## config.mk

```make
export PLATFORM = sky130hd
export DESIGN_NAME = ramp_adc_capture
export DESIGN_NICKNAME = d
export VERILOG_FILES = /design/src/rtl/ramp_adc_pkg.sv /design/src/rtl/ramp_adc_capture_sync.sv /design/src/rtl/ramp_adc_capture.sv
export SDC_FILE = /design/constraint.sdc
export NUM_CORES = 1
export LEC_CHECK = 0
export ABC_AREA = 1
export CORE_UTILIZATION = 58
export CTS_CLUSTER_DIAMETER = 200
export CTS_CLUSTER_SIZE = 12
export DETAILED_ROUTE_END_ITERATION = 10
export PLACE_DENSITY = 0.8
export RECOVER_POWER = 50
export SYNTH_ARGS = -nofsm -noshare
export SYNTH_HDL_FRONTEND = slang
export SYNTH_SLANG_ARGS = --single-unit
```

## constraint.sdc

```tcl
create_clock -name clk -period 3.45 [get_ports clk]
set_clock_uncertainty 0.1 [all_clocks]
set_input_delay 0.69 -clock clk [delete_from_list [all_inputs] [get_ports clk]]
set_output_delay 0.69 -clock clk [all_outputs]
set_load 0.005 [all_outputs]
```

## src/rtl/ramp_adc_pkg.sv

```systemverilog
// Purpose: shared types and sizing helpers for the ramp-compare ADC capture block.
// Latency: n/a (declarations only).
// Backpressure: n/a.
package ramp_adc_pkg;

    // Capture FSM states.
    typedef enum logic [1:0] {
        IDLE  = 2'd0,
        BLANK = 2'd1,
        ARMED = 2'd2,
        DONE  = 2'd3
    } adc_state_e;

    // Accumulator width: holds 2^avg_log2 samples of width bits without overflow.
    function automatic int acc_width(input int width, input int avg_log2);
        return width + avg_log2;
    endfunction

    // Bits needed to hold 0..max_val, never less than 1.
    function automatic int cnt_width(input int max_val);
        return ($clog2(max_val + 1) < 1) ? 1 : $clog2(max_val + 1);
    endfunction

endpackage

```

## src/rtl/ramp_adc_capture_sync.sv

```systemverilog
// Purpose: multi-flop synchronizer bringing the asynchronous comparator into clk.
// Latency: SYNC_STAGES clocks from async_i to sync_o.
// Backpressure: none.
// Ports: clk, reset (sync, active-high), async_i (raw comparator), sync_o (synchronized).
module comp_synchronizer #(
    parameter int SYNC_STAGES = 2   // must be 2 or more
) (
    input  logic clk,
    input  logic reset,
    input  logic async_i,
    output logic sync_o
);

    logic [SYNC_STAGES-1:0] sync_q;

    always_ff @(posedge clk) begin
        if (reset) begin
            sync_q <= '0;
        end else begin
            sync_q <= {sync_q[SYNC_STAGES-2:0], async_i};
        end
    end

    assign sync_o = sync_q[SYNC_STAGES-1];

endmodule

```

## src/rtl/ramp_adc_capture.sv

```systemverilog
// Purpose: single-slope ADC capture; latches ramp_code at comparator trip, averages 2^AVG_LOG2 captures.
// Latency: adc_valid one clock after the final capture of a set (plus SYNC_STAGES on comp_in).
// Backpressure: none; adc_valid is a one-cycle pulse with no ready, results must be taken when offered.
// Ports: clk, reset (sync, active-high), enable, comp_in (async), ramp_code[WIDTH];
//        adc_code[WIDTH], adc_valid (pulse), over_range (any no-trip sweep in the set).
module ramp_adc_capture
    import ramp_adc_pkg::*;
#(
    parameter int WIDTH        = 8,
    parameter int AVG_LOG2     = 4,
    parameter int SYNC_STAGES  = 2,
    parameter int BLANK_CYCLES = 8
) (
    input  logic             clk,
    input  logic             reset,
    input  logic             enable,
    input  logic             comp_in,
    input  logic [WIDTH-1:0] ramp_code,
    output logic [WIDTH-1:0] adc_code,
    output logic             adc_valid,
    output logic             over_range
);

    localparam int ACC_W = acc_width(WIDTH, AVG_LOG2);
    localparam int CNT_W = AVG_LOG2 + 1;
    localparam int BLK_W = cnt_width(BLANK_CYCLES);

    localparam logic [BLK_W-1:0] BLANK_LOAD   = BLK_W'(BLANK_CYCLES);
    localparam logic [CNT_W-1:0] LAST_CAPTURE = CNT_W'((1 << AVG_LOG2) - 1);
    localparam logic [WIDTH-1:0] FULL_SCALE   = '1;

    logic              comp_s;
    logic [WIDTH-1:0]  ramp_prev_q;
    logic              wrap;

    adc_state_e        state_q, state_d;
    logic [BLK_W-1:0]  blank_cnt_q, blank_cnt_d;
    logic [ACC_W-1:0]  acc_q, acc_d, acc_sum;
    logic [CNT_W-1:0]  cap_cnt_q, cap_cnt_d;
    logic              sticky_q, sticky_d;
    logic [WIDTH-1:0]  adc_code_q, adc_code_d;
    logic              adc_valid_q, adc_valid_d;
    logic              over_range_q, over_range_d;

    logic              capture;
    logic [WIDTH-1:0]  cap_sample;
    logic              cap_ovr;

    comp_synchronizer #(
        .SYNC_STAGES (SYNC_STAGES)
    ) u_sync (
        .clk     (clk),
        .reset   (reset),
        .async_i (comp_in),
        .sync_o  (comp_s)
    );

    // Sweep boundary: sawtooth fell from a nonzero code back to 0.
    assign wrap = (ramp_prev_q != '0) && (ramp_code == '0);

    // Capture FSM. The comparator is only honoured in ARMED, so ringing right
    // after the ramp resets (and the synchronizer tail from the previous sweep)
    // is masked by BLANK.
    always_comb begin
        state_d     = state_q;
        blank_cnt_d = blank_cnt_q;
        capture     = 1'b0;
        cap_sample  = '0;
        cap_ovr     = 1'b0;

        case (state_q)
            IDLE: begin
                if (ramp_code == '0) begin
                    state_d     = BLANK;
                    blank_cnt_d = BLANK_LOAD;
                end
            end
            BLANK: begin
                if (wrap) begin
                    blank_cnt_d = BLANK_LOAD;
                end else if (blank_cnt_q == '0) begin
                    state_d = ARMED;
                end else begin
                    blank_cnt_d = blank_cnt_q - BLK_W'(1);
                end
            end
            ARMED: begin
                // A wrap wins over a same-cycle trip: the ramp already reset,
                // so ramp_code no longer reflects the trip point.
                if (wrap) begin
                    capture     = 1'b1;
                    cap_sample  = FULL_SCALE;
                    cap_ovr     = 1'b1;
                    state_d     = BLANK;
                    blank_cnt_d = BLANK_LOAD;
                end else if (comp_s) begin
                    capture    = 1'b1;
                    cap_sample = ramp_code;
                    state_d    = DONE;
                end
            end
            DONE: begin
                if (wrap) begin
                    state_d     = BLANK;
                    blank_cnt_d = BLANK_LOAD;
                end
            end
            default: begin
                state_d = IDLE;
            end
        endcase

        if (!enable) begin
            state_d     = IDLE;
            blank_cnt_d = '0;
            capture     = 1'b0;
        end
    end

    // Averaging. The final capture of a set publishes straight from the
    // combinational sum so the result lands one clock after that capture.
    always_comb begin
        acc_sum      = acc_q + ACC_W'(cap_sample);
        acc_d        = acc_q;
        cap_cnt_d    = cap_cnt_q;
        sticky_d     = sticky_q;
        adc_code_d   = adc_code_q;
        over_range_d = over_range_q;
        adc_valid_d  = 1'b0;

        if (!enable) begin
            acc_d     = '0;
            cap_cnt_d = '0;
            sticky_d  = 1'b0;
        end else if (capture) begin
            if (cap_cnt_q == LAST_CAPTURE) begin
                adc_code_d   = WIDTH'(acc_sum >> AVG_LOG2);
                over_range_d = sticky_q | cap_ovr;
                adc_valid_d  = 1'b1;
                acc_d        = '0;
                cap_cnt_d    = '0;
                sticky_d     = 1'b0;
            end else begin
                acc_d     = acc_sum;
                cap_cnt_d = cap_cnt_q + CNT_W'(1);
                sticky_d  = sticky_q | cap_ovr;
            end
        end
    end

    always_ff @(posedge clk) begin
        if (reset) begin
            ramp_prev_q  <= '0;
            state_q      <= IDLE;
            blank_cnt_q  <= '0;
            acc_q        <= '0;
            cap_cnt_q    <= '0;
            sticky_q     <= 1'b0;
            adc_code_q   <= '0;
            adc_valid_q  <= 1'b0;
            over_range_q <= 1'b0;
        end else begin
            ramp_prev_q  <= ramp_code;
            state_q      <= state_d;
            blank_cnt_q  <= blank_cnt_d;
            acc_q        <= acc_d;
            cap_cnt_q    <= cap_cnt_d;
            sticky_q     <= sticky_d;
            adc_code_q   <= adc_code_d;
            adc_valid_q  <= adc_valid_d;
            over_range_q <= over_range_d;
        end
    end

    assign adc_code   = adc_code_q;
    assign adc_valid  = adc_valid_q;
    assign over_range = over_range_q;

endmodule

```

==> run summary, run 1 <==
outcome: finished, final reports clean
clk buf depth: 2
cell mode on critical path: nand2_1
WP data arrival: 3300 ps
nets: 434
crit path capture type: register
largest delay contributor family on the critical path: simple AND/OR/NAND/NOR gates
post-CTS sizing: 0
post-placement cell count: 451
unrepaired setup endpoints after global routing: false
Yosys Warn Count: 0
commonest non-fill, non-tap cell in the layout: nand2_1
slowest stage delay, CP: 440 ps
Power Total: 949 µW
mux cell area share after synthesis: 0
Maximum Capacitance Violations: 0
Adder-Cell Fraction of Synth Area: 0.0790
Fin. Hold Viols: 0
Yosys reg bits: 44
Crit Path Class: in2reg
leading area contributor after synthesis: dfxtp_1
number of diodes: 0
crit path cell chain: clkdlybuf4s50_1, nor2_1, nand2_1, nor2_4, nand2_4, a21oi_1, ha_1, inv_1, fa_1, inv_1, nand3_1, nand3_1, nand2_1, nand2_1, xor2_1, nand2_1, a21oi_1
Syn Nets: 409
clk root buf: clkbuf_8
filler-free cell count of the finished design: 457
GRT Residual Overflow: 0
Synth top area share: 0.335
Synth area leaders: dfxtp_1, nand2_1, inv_1
VDD IR max: 262 µV
I/O Buffers: 21
CP Max Fanout: 9
PD cells: 320 mW/mm²
CTS sink count: 44
Post-DP HPWL: 3980 µm
Die W: 69.3 µm
Final Max Tran Viols: 0
Worst Hold Class: reg2reg
Syn Inst Count: 381
gp weighted congestion: 0.906
Vias: 2362
fmax: 316 MHz
Area growth syn-to-layout: 12.7%
Setup Total Neg Slack: 0 ps
vias in the first global route: 2198
Yosys cell types: 29
Compound-Gate Fraction of Synth Area: 0.0995
Worst Path Buf+Inv: 3
main combinational cell family by area after synthesis: simple AND/OR/NAND/NOR gates
Post-Route WL: 5360 µm
min Tclk post-route: 3170 ps
CTS tree: done
drt drc: 0
Post-DRT Antenna Nets: 0
initial antenna violation count: 0
Vert. Die Dim: 69.3 µm
full die area: 0.00481 mm²
Least-Margin Pin Slew: 876 ps
CTS buffer count: 5
Final Core Density: 0.680
H-tree depth: 2
gr usage total: 0.239
Vias per Instance: 5.17
Slew Limit Headroom: 0.416
Mapped Area: 0.00263 mm²
Post-Synth Simple-Gate Area: 0.362
Starting Density: 0.604
largest net degree at the start of global routing: 19
Req. time, crit path: 3580 ps
Top Ports: 22
row count: 24
final number of setup-violating endpoints: 0
crit share post-route: 0.917
core area: 0.00435 mm²
Initial DRC Count: 120
CP Launch Type: input port
share of cells above drive strength 1: 0.0864
postcts setup bufs: 0
sequential share of the synthesized area: 0.335
cts hold-fix bufs: 0
clk slew on worst S/H paths: 80 ps
Clock Latency Late Sink: 300 ps
leakage power: 0.00134 µW
commonest non-fill, non-tap cells in the layout: nand2_1, inv_1, dfxtp_1
first drt pass iteration count: 4
global-route wire length before repair: 9490 µm
syn avg cell area: 6.90 µm²
Slowest-stage cell, CP: clkdlybuf4s50_1
xor and xnor area share after synthesis: 0.0267
routed len/inst: 11.7 µm
-- report_power, final --
group / internal, µW / leakage [µW] / total [µW] / switching, µW
Combinational: 22.7 / 0.000929 / 53.8 / 31.1
Clock: 208 / 0.0000501 / 378 / 170
Sequential: 514 / 0.000357 / 517 / 2.84
-- layout make-up --
class                           instances  area (µm²)
Clock buffer                            5        68.8
Clock inverter                          1        30.0
Fill cell                             401        1390
Inverter                               56         210
Multi-Input combinational cell        274        1470
Sequential cell                        44         881
Tap cell                               52        65.1
Timing Repair Buffer                   25         233
-- cells in the mapped netlist --
library cell	n
buf_2	4
nand4_1	9
a21boi_0	2
inv_1	53
nand2_1	111
fa_1	1
nand3_4	1
nand2_8	2
nor2_1	42
and2_1	1
buf_1	2
nand2_2	10
o2111ai_1	1
nand2_4	1
xor2_1	6
o21bai_1	2
nor2_8	1
a21oi_1	22
dfxtp_1	44
buf_12	1
nor2_4	2
ha_1	15
xnor2_1	2
nand3_1	26
a21oi_2	10
clkinv_1	2
nor3_1	2
inv_2	1
o21ai_0	5
-- per-layer routing --
metal / track usage / part of all wire / up-vias
met5: 0 / 0 / -
met4: 0.0658 / 0.010 / 0
met3: 0.0407 / 0.035 / 6
met2: 0.426 / 0.49 / 36
met1: 0.296 / 0.46 / 1073
li1: - / - / 1247
-- kinds of logic after synthesis --
kind of cell               Yosys count
and+or+nand+nor                    208
buffers and inverters               63
DFF                                 44
AOI/OAI and AO/OA                   42
adders and majority gates           16
xor gates and xnor gates             8
-- path summary, 6_finish.rpt --
check / startpoint / endpoint / slack [ps] / cells past startpoint
hold / removal: u_sync.sync_q[0] / u_sync.sync_q[1] / 310 / 2
hold reg to reg: u_sync.sync_q[0] / u_sync.sync_q[1] / 310 / 2
setup / recovery: ramp_code[7] / acc_q[6] / 280 / 17
setup reg to reg: state_q[0] / acc_q[6] / 620 / 15
-- flip-flops by register name (all words and copies together) (netlist names) --
signal and cells:
acc_q 12, adc_code 8, ramp_prev_q 8, cap_cnt_q 5, blank_cnt_q 4, state_q 2
u_sync.sync_q 2, adc_valid 1, over_range 1, sticky_q 1
-- worst register-to-register path: stages, from the launching register on --
cell,delay (ps)
dfxtp_1,350
inv_1,110
ha_1,230
clkinv_1,220
a21oi_1,180
ha_1,220
inv_1,70
fa_1,400
inv_1,110
nand3_1,80
nand3_1,130
nand2_1,70
nand2_1,80
xor2_1,190
nand2_1,80
a21oi_1,140
-- stage by stage --
stage               setup WS [ps]  cell area, µm²  hold slack, ps
floorplan                     555            2630             288
global placement              162            2890             292
detailed placement           81.7            2890             292
CTS                           323            2990             306
global route                  121            2960             326
finish                        285            2960             305
No activity file was read; power rests on OpenSTA's default activity.
==> inputs of run 2 (changes only) <==
--- a/config.mk
+++ b/config.mk
@@ -12,6 +12,7 @@
 export DETAILED_ROUTE_END_ITERATION = 10
 export PLACE_DENSITY = 0.8
 export RECOVER_POWER = 50
+export SETUP_SLACK_MARGIN = 0.1
 export SYNTH_ARGS = -nofsm -noshare
 export SYNTH_HDL_FRONTEND = slang
 export SYNTH_SLANG_ARGS = --single-unit
==> constraint.sdc (replaced) <==
create_clock -name clk -period 3.45 [get_ports clk]
set_clock_uncertainty 0.1 [all_clocks]
set_input_delay 1.035 -clock clk [delete_from_list [all_inputs] [get_ports clk]]
set_output_delay 1.035 -clock clk [all_outputs]
set_load 0.005 [all_outputs]
==> run 2 against run 1 <==
Die area is the same. Setup slack gained 58 ps. Clock-buffer cell count grew 2. Clock power shrank 7.7%. Sequential power is essentially flat. Design area grew 6.4%. Power shrank 2.3%. Non-clock buffer count grew 17. Highest routed layer unchanged. Routed wire length grew 12%. Register-to-register slack gained 30 ps. Critical path depth is the same.
==> run summary, run 2 (synthesis gave the netlist of run 1 again) <==
outcome: finished, final reports clean
crit path from: ramp_code[1]
routed len/inst: 12.6 µm
commonest non-fill, non-tap cells in the layout: nand2_1, inv_1, dfxtp_1
fmax: 322 MHz
Maximum Capacitance Violations: 0
Die W: 69.3 µm
initial antenna violation count: 0
full die area: 0.00481 mm²
largest net degree at the start of global routing: 19
filler-free cell count of the finished design: 476
VDD IR max: 228 µV
CTS sink count: 44
vias in the first global route: 2314
Vias per Instance: 5.21
setup ws final: 343 ps
Req. time, crit path: 3590 ps
Top Ports: 22
Reg with most FFs: acc_q
number of diodes: 0
GRT Residual Overflow: 0
crit share post-route: 0.901
Final Max Tran Viols: 0
FF-to-FF Start: state_q[0]
Post-Route WL: 5990 µm
CP Max Fanout: 5
leakage power: 0.00149 µW
Area growth syn-to-layout: 19.8%
Fin. Hold Viols: 0
Post-DP HPWL: 4350 µm
I/O Buffers: 21
Slew Limit Headroom: 0.400
Crit Path Class: in2reg
Vias: 2480
postcts setup bufs: 0
crit path capture type: register
global-route wire length before repair: 10100 µm
PD cells: 294 mW/mm²
post-placement cell count: 468
WP data arrival: 3250 ps
clk slew on worst S/H paths: 90 ps
Least-Margin Pin Slew: 901 ps
first drt pass iteration count: 4
clk buf depth: 2
max reg flops: 12
share of cells above drive strength 1: 0.151
CTS tree: done
Starting Density: 0.604
gp weighted congestion: 0.857
worst hold start: u_sync.sync_q[0]
Post-DRT Antenna Nets: 0
drt drc: 0
Final Core Density: 0.724
nets: 451
Initial DRC Count: 105
gr usage total: 0.259
unrepaired setup endpoints after global routing: false
Vert. Die Dim: 69.3 µm
Post-Place Worst Slack: -221 ps
clk root buf: clkbuf_8
Setup Total Neg Slack: 0 ps
CTS buffer count: 5
min Tclk post-route: 3110 ps
CP Launch Type: input port
Clock Latency Late Sink: 300 ps
H-tree depth: 2
row count: 24
core area: 0.00435 mm²
commonest non-fill, non-tap cell in the layout: nand2_1
Worst Hold Class: reg2reg
final number of setup-violating endpoints: 0
[run 2: changes by cell type in the layout (fill, tap and decap cells not counted), moves of 2 or more]
cell / change
a21oi_1: -3
a21oi_2: +3
buf_4: +17
clkdlybuf4s50_1: -8
dlymetal6s2s_1: +8
nand2_1: -2
nand2_2: +2
nand3_1: -2
xor2_1: -2
xor2_2: +2
[run 2: what timing repair did]
item | 4_1_cts | 5_1_grt
resized for setup | 1 | 21
endpoints found under the hold margin | 0 | 0
hold buffers | 0 | 0
pin swaps | 0 | 12
setup endpoints to repair | 1 | 16
[run 2: routing by layer]
layer / wire length, µm / up-vias / track usage
li1: - / 1278 / -
met1: 2610 / 1148 / 0.315
met2: 3050 / 43 / 0.453
met3: 205 / 11 / 0.0451
met4: 124 / 0 / 0.102
met5: 0 / - / 0
[run 2: critical path, cell delays in order]
cell,delay (ps)
dlymetal6s2s_1,130
nor2_1,110
nand2_1,80
nor2_1,180
nand2_4,100
a21oi_2,150
ha_2,200
inv_1,60
fa_2,370
inv_2,80
nand3_2,80
nand3_4,100
nand2_1,60
nand2_1,80
xor2_1,210
nand2_1,90
a21oi_1,120
[run 2: final timing paths]
kind | to | slack, ps | cells past startpoint
hold reg to reg | u_sync.sync_q[1] | 340 | 2
setup / recovery | acc_q[6] | 340 | 17
hold / removal | u_sync.sync_q[1] | 340 | 2
setup reg to reg | acc_q[6] | 650 | 15
[run 2: final cells by class]
cell class              count  area, µm²
flip-flops and latches     44        881
inverters                  56        210
clock inverters             1       7.51
clock buffers               7       86.3
fillers                   365       1200
well taps                  52       65.1
repair buffers             42        380
multi-input cells         274       1520
[run 2: power breakdown]
group	internal, µW	total [µW]	switching [µW]	leakage (µW)
clock	163	349	186	0.0000445
combinational	26.9	60.3	33.4	0.00109
sequential	514	517	2.97	0.000357
total	704	927	223	0.00149
[run 2: per-stage QoR]
step,cell area [µm²],total power (µW),hold slack (ps)
CTS,3110,934,330
floorplan,2630,561,288
detailed placement,3010,592,317
finish,3150,927,336
global placement,3010,590,299
global route,3150,957,356
